$ cat config.mk
export PLATFORM = sky130hd
export DESIGN_NAME = dmem_port
export DESIGN_NICKNAME = d
export VERILOG_FILES = /design/src/rtl/dmem_port.sv
export SDC_FILE = /design/constraint.sdc
export NUM_CORES = 1
export LEC_CHECK = 0
export ABC_AREA = 1
export CAP_MARGIN = 20
export CORE_MARGIN = 2
export CORE_UTILIZATION = 52
export DETAILED_ROUTE_END_ITERATION = 10
export HOLD_SLACK_MARGIN = 0.08
export MAX_ROUTING_LAYER = met4
export PLACE_DENSITY = 0.86
export SETUP_SLACK_MARGIN = 0.2
export SYNTH_ARGS = -nofsm -noshare
export SYNTH_HDL_FRONTEND = slang
export SYNTH_SLANG_ARGS = --single-unit
$ cat constraint.sdc
create_clock -name clk -period 2.15 [get_ports clk]
set_input_delay 0.43 -clock clk [delete_from_list [all_inputs] [get_ports clk]]
set_output_delay 0.43 -clock clk [all_outputs]
set_load 0.02 [all_outputs]
$ cat src/rtl/dmem_port.sv
// Data-memory port: latches the LSQ head request, holds word-aligned memory signals until
// mem_resp, aligns and extends load data, then pulses completion to the LSQ and the CDB.
module dmem_port #(
    parameter int TAG_W       = 3,
    parameter int TIMEOUT_CYC = 1024
) (
    input  logic             clk,
    input  logic             rst_n,
    input  logic             lsq_read,
    input  logic             lsq_write,
    input  logic [31:0]      lsq_addr,
    input  logic [2:0]       lsq_load_type,
    input  logic [3:0]       lsq_mbe,
    input  logic [31:0]      lsq_wdata,
    input  logic [TAG_W-1:0] lsq_tag,
    input  logic             flush_ip,
    output logic             lsq_resp,
    output logic             mem_read,
    output logic             mem_write,
    output logic [31:0]      mem_address,
    output logic [3:0]       mem_byte_enable,
    output logic [31:0]      mem_wdata,
    input  logic [31:0]      mem_rdata,
    input  logic             mem_resp,
    output logic             ld_valid,
    output logic [TAG_W-1:0] ld_tag,
    output logic [31:0]      ld_data,
    output logic             timeout_err
);

    typedef enum logic [1:0] {
        S_IDLE = 2'd0,
        S_BUSY = 2'd1,
        S_RESP = 2'd2
    } state_t;

    localparam logic [31:0] TMO = 32'(TIMEOUT_CYC);

    state_t             state_q, state_d;
    logic [31:0]        addr_q, addr_d;
    logic [2:0]         f3_q, f3_d;
    logic [3:0]         mbe_q, mbe_d;
    logic [31:0]        wdata_q, wdata_d;
    logic [TAG_W-1:0]   tag_q, tag_d;
    logic               load_q, load_d;
    logic               kill_q, kill_d;
    logic [31:0]        data_q, data_d;
    logic [31:0]        timer_q, timer_d;
    logic               terr_q, terr_d;

    // Misaligned halfword at offset 3 naturally sees zero in its upper byte after the shift.
    function automatic logic [31:0] align_load(input logic [31:0] rdata, input logic [1:0] off,
                                               input logic [2:0] f3);
        logic [15:0] sh;
        sh = 16'(rdata >> {off, 3'b000});
        case (f3)
            3'b000:  align_load = {{24{sh[7]}}, sh[7:0]};
            3'b001:  align_load = {{16{sh[15]}}, sh};
            3'b010:  align_load = rdata;
            3'b100:  align_load = {24'd0, sh[7:0]};
            3'b101:  align_load = {16'd0, sh};
            default: align_load = 32'd0;
        endcase
    endfunction

    function automatic logic [31:0] store_data(input logic [31:0] wdata, input logic [2:0] f3);
        case (f3)
            3'b000:  store_data = {4{wdata[7:0]}};
            3'b001:  store_data = {2{wdata[15:0]}};
            default: store_data = wdata;
        endcase
    endfunction

    // Next-state and capture logic; inputs are only sampled in IDLE.
    always_comb begin
        state_d = state_q;
        addr_d  = addr_q;
        f3_d    = f3_q;
        mbe_d   = mbe_q;
        wdata_d = wdata_q;
        tag_d   = tag_q;
        load_d  = load_q;
        kill_d  = kill_q;
        data_d  = data_q;
        case (state_q)
            S_IDLE: begin
                if (lsq_read || lsq_write) begin
                    state_d = S_BUSY;
                    addr_d  = lsq_addr;
                    f3_d    = lsq_load_type;
                    load_d  = lsq_read;
                    mbe_d   = lsq_read ? 4'b1111 : lsq_mbe;
                    wdata_d = store_data(lsq_wdata, lsq_load_type);
                    tag_d   = lsq_tag;
                    kill_d  = flush_ip;
                end else begin
                    state_d = S_IDLE;
                end
            end
            S_BUSY: begin
                if (flush_ip) begin
                    kill_d = 1'b1;
                end else begin
                    kill_d = kill_q;
                end
                if (mem_resp) begin
                    data_d  = align_load(mem_rdata, addr_q[1:0], f3_q);
                    state_d = S_RESP;
                end else begin
                    state_d = S_BUSY;
                end
            end
            S_RESP: begin
                state_d = S_IDLE;
                kill_d  = 1'b0;
            end
            default: begin
                state_d = S_IDLE;
                kill_d  = 1'b0;
            end
        endcase
    end

    // Watchdog: counts BUSY cycles (saturating), flags once when the limit is reached.
    always_comb begin
        timer_d = 32'd0;
        terr_d  = terr_q;
        if ((state_q == S_BUSY) && (TMO != 32'd0)) begin
            if (timer_q != TMO) begin
                timer_d = timer_q + 32'd1;
            end else begin
                timer_d = timer_q;
            end
            if (timer_q == (TMO - 32'd1)) begin
                terr_d = 1'b1;
            end else begin
                terr_d = terr_q;
            end
        end else begin
            timer_d = 32'd0;
        end
    end

    // State and datapath registers.
    always_ff @(posedge clk or negedge rst_n) begin
        if (!rst_n) begin
            state_q <= S_IDLE;
            addr_q  <= 32'd0;
            f3_q    <= 3'd0;
            mbe_q   <= 4'd0;
            wdata_q <= 32'd0;
            tag_q   <= '0;
            load_q  <= 1'b0;
            kill_q  <= 1'b0;
            data_q  <= 32'd0;
            timer_q <= 32'd0;
            terr_q  <= 1'b0;
        end else begin
            state_q <= state_d;
            addr_q  <= addr_d;
            f3_q    <= f3_d;
            mbe_q   <= mbe_d;
            wdata_q <= wdata_d;
            tag_q   <= tag_d;
            load_q  <= load_d;
            kill_q  <= kill_d;
            data_q  <= data_d;
            timer_q <= timer_d;
            terr_q  <= terr_d;
        end
    end

    // Strobes decode straight from flops so a reset drops them at once.
    assign mem_read        = (state_q == S_BUSY) && load_q;
    assign mem_write       = (state_q == S_BUSY) && !load_q;
    assign mem_address     = {addr_q[31:2], 2'b00};
    assign mem_byte_enable = mbe_q;
    assign mem_wdata       = wdata_q;
    assign lsq_resp        = (state_q == S_RESP);
    assign ld_valid        = (state_q == S_RESP) && load_q && !kill_q && !flush_ip;
    assign ld_tag          = tag_q;
    assign ld_data         = data_q;
    assign timeout_err     = terr_q;

endmodule
==> key figures <==
Status
  • Status: finished clean

Finish
  • Fin area: 10500 sq um
  • Area Overhead vs Synth: 34.6%
  • ANT cells: 0
  • Final net count: 1409
  • Share of post-route cells with drive strength above 1: 5.82%

Routing
  • DRT Wirelength: 23.0 mm
  • Metal2 WL: 11.2 mm
  • Via density: 5.13
  • Routed Antenna Nets: 0
  • DRC Markers: 0
  • DR pass1 iterations: 5
  • Post-detailed-route wirelength per cell: 15.5 um
  • Met1 Wirelength: 9.45 mm
  • Max Used Layer: met4
  • Via count: 7647
  • Routed wl met3: 1.62 mm
  • DRT iter0 DRCs: 527

Critical path
  • Worst Setup SP: addr_q[17]$_DFFE_PN0N_
  • Cell Chain, Critical Path: clkdlybuf4s50_1
  • Type of origin of the critical path: flip-flop
  • Buf/Inv on CP: 1
  • Cell family with most CP delay: buffers and inverters
  • Slowest CP cell: clkdlybuf4s50_1
  • CP Depth: 1
  • Worst setup path endpoint: mem_address[17]
  • CP Max Fanout: 2
  • Reg2reg start: state_q[1]$_DFF_PN0_
  • R2R cell count: 8
  • WP data arrival: 1.46 ns
  • Reg-to-reg endpoint: ld_data[17]$_DFFE_PN0P_
  • Slowest stage delay, CP: 0.66 ns
  • Crit Path Class: reg -> out
  • R2r setup slk: 0.44 ns
  • Crit. End Element: primary output
  • WP data required: 1.72 ns

Synthesis
  • Post-synthesis sequential area ratio: 46.0%
  • Post-synth top area share: 46.0%
  • Synth area leader: dfrtp_1
  • Yosys Warn Count: 0
  • Syn avg cell area: 6.99 sq um
  • Synth Cell Area: 7790 sq um
  • Post-synthesis register bit count: 143
  • Cells after synthesis: 1114
  • Synth unique cells: 33
  • Largest cells by area after synthesis: dfrtp_1 (46%), nand2_1 (24%), nor2_1 (6.2%)

Timing
  • Hold slack: 0.469 ns
  • Final hold violation count: 0
  • Final worst path period need: 1.89 ns
  • Final Setup Violations: 0
  • Worst-Margin Slew: 0.745 ns
  • RSZ-0062 raised after global routing: false
  • FMAX: 529 MHz
  • Final Cycle Share: 87.9%
  • Setup Skew: 0.0108 ns
  • Relative slew slack: 50.3%
  • Final slew viol count: 0

Power
  • Clock share of power: 20.2%
  • Final Total Pwr: 14.2 mW
  • Max VDD drop: 0.000818 V
  • Seq pwr share: 30.6%
  • Comb power frac: 49.1%
  • Sw Ratio: 41.8%
  • Internal power: 8.25 mW
  • Leakage: 5.12 nW
  • Pwr per Cell Area: 1350 nW/um^2
  • Net Sw Power: 5.94 mW

CTS
  • CTS tree: built
  • Clk buf depth: 2
  • Skew-Pair Late Insertion Delay: 0.42 ns
  • CTS buffer count: 17
  • Reg clk slew, reported paths: 0.06 ns
  • # clock sinks: 143
  • CTS H-tree depth: 4
  • Clock root cell: clkbuf_16

Floorplan
  • Io pins: 220
  • Core box area: 14600 sq um
  • Die height: 126 um
  • Die ar.: 16000 sq um
  • Initial Util: 53.4%
  • Die width: 126 um
  • Rows: 44

Placed design
  • Area post-placement: 9910 sq um
  • Placer Congestion: 0.947
  • I/O Buffers: 217
  • Detail Placement HPWL: 16.9 mm

Global routing
  • First-pass GRT wire length: 37.3 mm
  • Global route total overflow: 0
  • Vias in the first global route: 7542
  • GR Util All Layers: 30.2%
  • Initial antenna violation count: 0
  • Largest net degree at the start of global routing: 74

Flow run
  • Max cap viols: 0

Worst hold path
  • Worst Hold Class: reg -> reg
flip-flops by register name, indices dropped and copies added (netlist names):
name	count
mem_byte_enable	4
state_q	2
mem_wdata	32
timer_q	32
addr_q	32
ld_tag	3
load_q	1
f3_q	3
timeout_err	1
kill_q	1
ld_data	32
layout by cell type, fill, tap and decap left out, types with 11 or more instances in the layout:
cell             synthesis  routed
nand3_1                 47      47
dfrtp_1                143     143
nor2_1                 128     128
clkbuf_16                0      17
nand2_1                503     503
inv_1                   78      78
a21oi_1                 42      42
clkdlybuf4s50_1          0     212
buf_4                   33      11
o21ai_0                 39      39
cells by family (layout without fill, tap and decap cells):
kind of cell | count (synthesis) | count (layout) | share of synthesized area (%)
AOI/OAI and AO/OA | 101 | 101 | 6.85
xor gates and xnor gates | 5 | 5 | 0.563
adders and majority gates | 2 | 2 | 0.321
buffers and inverters | 157 | 348 | 9.91
DFF | 143 | 143 | 46.0
other | 1 | 2 | 0.0482
and+or+nand+nor | 705 | 705 | 36.3
power by group through the flow:
stage | Sequential [mW] | Clock, mW | Combinational, mW
global placement | 4.33 | 0 | 6.82
CTS | 4.35 | 2.91 | 7.01
finish | 4.35 | 2.87 | 6.97
global route | 4.46 | 3.03 | 7.58
detailed placement | 4.35 | 0 | 6.96
floorplan | 5.00 | 0 | 3.66
per-layer routing:
| layer | vias to the layer above | global-route usage [%] |
|---|---|---|
| li1 | 3761 | - |
| met1 | 3523 | 37.4 |
| met2 | 313 | 48.6 |
| met3 | 50 | 6.96 |
| met4 | 0 | 11.8 |
| met5 | - | - |
cells in the mapped netlist, drive strengths merged:
master  number
nand2      507
dfrtp      143
nor2       134
inv         85
nand3       57
buf         55
o21ai       48
a21oi       43
clkbuf      17
o211ai       7
nor3         5
xor2         3
ha           2
xnor2        2
conb         1
nor3b        1
o21a         1
o21bai       1
o22ai        1
or2          1
cell type report:
class,count,area [sq um]
repair buffers,233,2330
multi-input cells,815,3450
inverters,85,322
flip-flops and latches,143,3580
clock inverters,12,138
well taps,184,230
clock buffers,18,429
fillers,1161,4110
per-stage QoR:
stage          cells  setup TNS [ns]  util (%)  setup slack (ns)
4_1_cts         1490               0      71.9             0.145
5_1_grt         1490               0      71.8             0.219
3_5_place_dp    1459          -0.123      68.0            -0.123
2_1_floorplan   1115               0         -             0.446
6_report        1490               0      71.8             0.261
3_3_place_gp    1459          -0.132      68.0            -0.132
what timing repair did:
| action | in CTS | in global routing |
|---|---|---|
| buffers inserted | 0 | 0 |
| resized for setup | 4 | 6 |
| hold buffers | 1 | 0 |
| setup endpoints to repair | 4 | 3 |
| hold endpoints to repair | 52 | 0 |
worst min-delay path by stage:
stage / cells after the start / slack (ns) / from / endpoint
after global placement: 1 / 0.42 / rst_n / addr_q[6]$_DFFE_PN0N_
after floorplan: 0 / 0.13 / rst_n / addr_q[0]$_DFFE_PN0N_
after detailed placement: 1 / 0.42 / rst_n / addr_q[6]$_DFFE_PN0N_
final: 2 / 0.47 / addr_q[5]$_DFFE_PN0N_ / addr_q[5]$_DFFE_PN0N_
after CTS: 2 / 0.47 / addr_q[5]$_DFFE_PN0N_ / addr_q[5]$_DFFE_PN0N_
after global routing: 2 / 0.49 / addr_q[11]$_DFFE_PN0N_ / addr_q[11]$_DFFE_PN0N_
Power figures use the tool's default switching activity.
